### src/rtl/data_mem_sweep.sv
// data_mem_sweep: single-port synchronous RAM with registered reads and a
// sweeping clear engine. The engine runs after reset and on request; busy
// stalls the load/store unit while it runs.
//
//  state | meaning
//  ------+---------------------------------------------------------------
//  SWEEP | clear engine writes CLEAR_VAL to mem[ptr], accesses rejected
//  IDLE  | normal read/write service, clear request starts a new sweep
module data_mem_sweep #(
    parameter int                 DATA_W    = 8,
    parameter int                 ADDR_W    = 8,
    parameter logic [DATA_W-1:0]  CLEAR_VAL = '0
) (
    input  logic              clk,
    input  logic              reset,
    input  logic              clear,
    input  logic              writeEn,
    input  logic              readEn,
    input  logic [ADDR_W-1:0] address,
    input  logic [DATA_W-1:0] dataInput,
    output logic [DATA_W-1:0] dataOutput,
    output logic              readValid,
    output logic              busy,
    output logic              clearDone,
    output logic              reject
);

    localparam int DEPTH = 1 << ADDR_W;

    localparam logic [0:0] IDLE  = 1'b0;
    localparam logic [0:0] SWEEP = 1'b1;

    logic [0:0]        state;
    logic [ADDR_W-1:0] ptr;
    logic [DATA_W-1:0] mem [DEPTH];

    logic              sweeping;
    logic              access;
    logic              accept;
    logic              last_ptr;
    logic              mem_we;
    logic [ADDR_W-1:0] mem_addr;
    logic [DATA_W-1:0] mem_wdata;

    assign sweeping = (state == SWEEP);
    assign access   = writeEn | readEn;
    // clear wins over an access issued in the same IDLE cycle
    assign accept   = !sweeping && !clear;
    assign last_ptr = &ptr;
    assign busy     = sweeping;

    // Single write port shared between the clear engine and the core
    always_comb begin
        mem_we    = 1'b0;
        mem_addr  = address;
        mem_wdata = dataInput;
        if (sweeping) begin
            mem_we    = 1'b1;
            mem_addr  = ptr;
            mem_wdata = CLEAR_VAL;
        end else if (accept && writeEn) begin
            mem_we = 1'b1;
        end
    end

    // Storage array has no reset; the sweep initialises it
    always_ff @(posedge clk) begin
        if (mem_we) begin
            mem[mem_addr] <= mem_wdata;
        end
    end

    // Sweep sequencing: pointer walks up and wraps to 0 after the last word
    always_ff @(posedge clk or negedge reset) begin
        if (!reset) begin
            state <= SWEEP;
            ptr   <= '0;
        end else if (sweeping) begin
            ptr <= ptr + 1'b1;
            if (last_ptr) begin
                state <= IDLE;
            end
        end else if (clear) begin
            state <= SWEEP;
            ptr   <= '0;
        end
    end

    // Registered read data and one-cycle status strobes
    always_ff @(posedge clk or negedge reset) begin
        if (!reset) begin
            dataOutput <= '0;
            readValid  <= 1'b0;
            clearDone  <= 1'b0;
            reject     <= 1'b0;
        end else begin
            readValid <= accept && readEn;
            clearDone <= sweeping && last_ptr;
            reject    <= access && (sweeping || clear);
            if (accept && readEn) begin
                // write-first when both strobes hit the shared address
                dataOutput <= writeEn ? dataInput : mem[address];
            end
        end
    end

endmodule

### config.mk
export PLATFORM = sky130hd
export DESIGN_NAME = data_mem_sweep
export DESIGN_NICKNAME = d
export VERILOG_FILES = /design/src/rtl/data_mem_sweep.sv
export SDC_FILE = /design/constraint.sdc
export NUM_CORES = 2
export LEC_CHECK = 0
export CAP_MARGIN = 5
export CORE_ASPECT_RATIO = 0.9
export CORE_MARGIN = 2
export CORE_UTILIZATION = 60
export CTS_BUF_LIST = sky130_fd_sc_hd__clkbuf_16
export CTS_CLUSTER_DIAMETER = 120
export DETAILED_ROUTE_END_ITERATION = 8
export PLACE_DENSITY_LB_ADDON = 0.1
export SLEW_MARGIN = 15
export SYNTH_ARGS = -nofsm -noshare
export SYNTH_HDL_FRONTEND = slang
export SYNTH_SLANG_ARGS = --single-unit
### constraint.sdc
create_clock -name clk -period 10.5 [get_ports clk]
set_input_delay 2.1 -clock clk [delete_from_list [all_inputs] [get_ports clk]]
set_output_delay 2.1 -clock clk [all_outputs]
set_load 0.01 [all_outputs]
## Word-level counts from Yosys, hierarchy flattened

Memory sizes are Yosys's and may differ from the RTL's. A register that Yosys moved wholly into a read port is not among the register bits.
Cells that the tools add are included.

| storage, ports and cells | value |
|---|---|
| register bits after elaboration | 12 |
| bits in writable memories | 2048 |
| output and inout bits | 12 |
| logic and storage cells | 30 |
| memories kept | 1 |

| operators by class | value |
|---|---|
| add/subtract/negate cells | 1 |
| mux-type cells | 11 |
| bitwise operators | 1 |
| reduce and logical (&&, ||, !) cells | 11 |

Memories:

| name | words | width | rd ports | clocked after Yosys merged registers in | wr ports | RTL line | RTL |
|---|---|---|---|---|---|---|---|
| mem | 256 | 8 | 1 | 1 | 1 | 35 | `logic [DATA_W-1:0] mem [DEPTH];` |

Operator list:

| operator | number |
|---|---|
| $mux 8 | 4 |
| $add 8x1->8 const B | 1 |
| $reduce_and 8->1 | 1 |
| $mux 1 | 7 |
| $logic_and 1x1->1 | 5 |
| $logic_not 1->1 | 3 |
| $reduce_bool 2->1 | 1 |
| $logic_or 1x1->1 | 1 |
| $or 1x1->1 | 1 |

## Longest topological paths before layout

| logic depth | value |
|---|---|
| depth after elaboration | 7 |
| depth in mapped cells | 12 |
| gate-level depth less buffers | 7 |

## Worst setup path before layout

Ideal clock, no wire load.

| path | value |
|---|---|
| kind | input-to-reg |
| start point | input dataInput[6] |
| end point | memory mem[0][6] (data pin) |
| setup time | 1.450 ns |
| arrival time | 8.264 ns |
| slack | 0.785 ns |
| cell stages on the path | 1 |
| buffers on the path | 0 |
| cells stage by stage | nor2b_1 |

| between the ends | value |
|---|---|
| word-level cells in the longest chain between the ends | 1 |

Ends and longest elaborated chain:

| item | RTL line | RTL |
|---|---|---|
| start, declared | 20 | `input logic [DATA_W-1:0] dataInput,` |
| $mux 8 | 57 | `if (sweeping) begin` |
| end, declared | 35 |  |

No other way between the ends.

## Worst setup path in the final report

| path | value |
|---|---|
| start point | input address[3] |
| end point | memory mem[43][2], enable pin |

| between the ends | value |
|---|---|
| word-level cells in the longest chain between the ends | 1 |

Ends and longest elaborated chain:

| item | RTL line | RTL |
|---|---|---|
| start, declared | 19 | `input logic [ADDR_W-1:0] address,` |
| $mux 8 | 57 |  |

No other way between the ends.

==> results.md <==
* Synthesis warning total at 0
* I/O pins at 33
* Max_cap viols at 0
* Post-route ant nets at 0
* Ys flop type: edfxtp_1
* Unique cell type count in the Yosys netlist at 51
* Cell Pwr Density at 197 nW/um2
* Post-DP Area at 82,400 um2
* Max layer used: met5
* Crit. End Element: flop
* Complex-gate fraction of the synthesized area at 0.0211
* Startpoint Class: input pin
* Post_cts resized at 0
* Clk network pwr share at 0.387
* M1 WL at 76.6 mm
* Sw Pwr at 0.00411 W
* Met2 wire length at 89.5 mm
* Worst setup skew after layout at 0.0247 ns
* Clock root buffer: clkbuf_16
* Period utilization at 0.569
* DIE AREA at 137,000 um2
* Antenna Cells at 0
* LEAKAGE at 28.2 nW
* Hold-fix buffers, CTS at 0
* Int Power at 0.0134 W
* Synthesized Nets at 3,714
* TritonRoute pass-1 iters at 5
* RSZ-0062 raised after global routing: false
* Post-DR vias/cell at 6.83
* DR vias at 38,771
* Worst Reg-to-Reg Cells at 5
* Skew-Pair Late Insertion Delay at 0.81 ns
* Share of layout cells above drive strength 1 at 0.230
* Reg clk slew, reported paths at 0.06 ns
* Vias in the first global route at 38,536
* Met3 wire length at 20.4 mm
* Drt drc at 0
* First-pass GRT wire length at 278 mm
* Synth-to-layout area growth at 10.2%
* Clk buf depth at 3
* Worst R2R Start: busy
* Sequential share of power at 0.531
* Layout Nets at 3,795
* Post-Layout Cell Count at 5,680
* Synth Instances at 3,692
* Final min period at 5.97 ns
* CP startpoint: address[3]
* Xor/xnor share of the synthesized area at 0.000436
* FF-to-FF End: mem[43][2]
* Slew Limit Fails at 0
* CTS tree: yes
* Sum Neg Setup Slack at 0 ns
* Status: completed
* Routed WL at 192 mm
* Initial Util at 0.604
* Row count at 127
* CP required at 10.92 ns
* Mapped cell area at 80,400 um2
* Largest family of logic cells by synthesized area: multiplexers
* Final Hold Viols at 0
* WS Path Type: input pin to flop
* IO Port Bufs at 32
* Wire per inst at 33.9 um
* H-tree Lvls at 4
* Final setup vio count at 0
* Mux contribution to synthesized area at 0.166
* Crit Path Max Fanout at 53
* Synthesized flop and latch total at 2,068
* Tightest Pin Transition at 1.24 ns
* Dpl cells at 5,315
* Total setup buffers inserted after CTS at 0
* Filler Cell Count at 8,313
* Comb pwr share at 0.082
* Post-DP HPWL at 116 mm
* Min-Delay Path Class: flop to flop
* Post-synth EDFFs at 2,048
* Reg2reg setup slack at 5.74 ns
* Core area at 133,000 um2
* Post-Synth Simple-Gate Area at 0.0265
* Switching share of power at 0.235
* Grt ovf at 0
* Adder-Cell Fraction of Synth Area at 0.000156
* Finished Cell Area at 88,700 um2
* Clock net sink count at 2,068
* CP Capture Point: mem[43][2]
* Gpl congestion at 0.909
* Ys async rst share at 0.00967
* Largest net degree at the start of global routing at 236
* Die H at 351 um
* Initial antenna violation count at 10
* Die width at 390 um
* VDD IR-drop max at 0.196 mV
* Maximum operating frequency at 0.167 GHz
* CTS buffer count at 195
* Syn_area_per_cell at 21.8 um2
* Sequential cell area fraction in the yosys report at 0.771
* Slew HR at 0.167
* 1st-iter DRT viols at 5,110
* Critical path arrival at 6.39 ns
* Gr usage total at 0.286
## cells in the final DEF (no fill, tap or decap), drive strengths merged, types with 10 or more instances in the layout
cell type / count
a211oi: 47
a21oi: 21
a22oi: 33
and3: 10
buf: 70
bufinv: 13
clkbuf: 200
clkdlybuf4s50: 26
clkinv: 86
clkinvlp: 11
dfrtp: 19
edfxtp: 2048
inv: 61
mux2i: 119
mux4: 540
nand2: 117
nand2b: 12
nand3: 32
nor2: 273
nor2b: 37
nor3: 12
o21ai: 13
o221ai: 23
o22ai: 40
o31ai: 22
## worst max-delay path, stage by stage
cell and delay [ns]:
buf_4 0.44, buf_4 0.75, nand2b_1 0.25, o22ai_1 0.54
nand3_1 0.90, buf_4 0.53, nor2_1 0.74
## synth_stat cells, types with 3 or more instances
cell       number  area share
a2111oi_0       7     0.00076
a211oi_1       47      0.0044
a21oi_1        21      0.0013
a22oi_1        33      0.0031
a311oi_1        9     0.00098
and3_1         10     0.00078
buf_1          17     0.00079
buf_2          51      0.0032
buf_4          35      0.0033
buf_6          21      0.0029
clkbuf_1       86      0.0040
dfrtp_1        19      0.0059
edfxtp_1     2048        0.76
inv_1           8     0.00037
mux2i_1       119       0.015
mux4_2        540        0.15
nand2_1       117      0.0055
nand2b_1       12     0.00093
nand3_1        32      0.0020
nor2_1        273       0.013
nor2b_1        37      0.0029
nor3_1         12     0.00075
o211ai_1        9     0.00084
o21ai_0        10     0.00062
o21ai_1         3     0.00019
o221ai_1       23      0.0025
o22ai_1        40      0.0031
o31ai_1        22      0.0021
or2_2           3     0.00023
xnor2_1         3     0.00033
## through the flow
| stage | util | total power, W | worst slack, ns | hold slack, ns |
|---|---|---|---|---|
| floorplan | - | 0.0103 | 0.785 | 0.522 |
| global placement | 0.619 | 0.0109 | 3.88 | 0.546 |
| detailed placement | 0.619 | 0.0109 | 3.75 | 0.579 |
| CTS | 0.665 | 0.0176 | 4.62 | 0.590 |
| global route | 0.666 | 0.0180 | 4.46 | 0.611 |
| finish | 0.666 | 0.0175 | 4.53 | 0.606 |
## worst min path at each step
stage,to,cells after the start,startpoint
floorplan,ptr[7],1,ptr[7]
global placement,ptr[7],1,ptr[7]
detailed placement,ptr[7],1,ptr[7]
CTS,ptr[7],1,ptr[7]
global route,ptr[7],1,ptr[7]
finish,ptr[3],2,ptr[3]
## layer usage
metal / global-route usage / vias up
met5: 0 / -
met4: 0.0879 / 6
met3: 0.0614 / 331
met2: 0.430 / 2284
met1: 0.431 / 20491
li1: - / 15659
## power by group through the flow
stage	Combinational (W)	Sequential (W)	Clock [W]
finish	0.00144	0.00931	0.00677
global placement	0.00139	0.00947	0
detailed placement	0.00141	0.00948	0
floorplan	0.000818	0.00945	0
global route	0.00149	0.00931	0.00716
CTS	0.00142	0.00930	0.00684
## state kept, by name (all words and copies together) (netlist names)
name and count:
busy 1, clearDone 1, mem 2048, ptr 8, dataOutput 8, readValid 1
reject 1
## cell families (layout without fill, tap and decap cells)
group,after synthesis,after routing
AO/OA/AOI/OAI,235,235
XOR/XNOR,4,4
adder cells (fa/ha/maj),1,1
buffers and inverters,220,467
flip-flops,2068,2068
multiplexers,659,659
AND/OR/NAND/NOR,505,505
## layout make-up
type,count,area (um2),share of cell area
multi-input cells,1404,17300,0.195
clock buffers,200,5000,0.0564
clock inverters,163,1150,0.0130
repair buffers,96,971,0.0110
flip-flops and latches,2068,62000,0.699
well taps,1741,2180,0.0246
inverters,8,30.0,0.000339
Power figures use the tool's default switching activity.
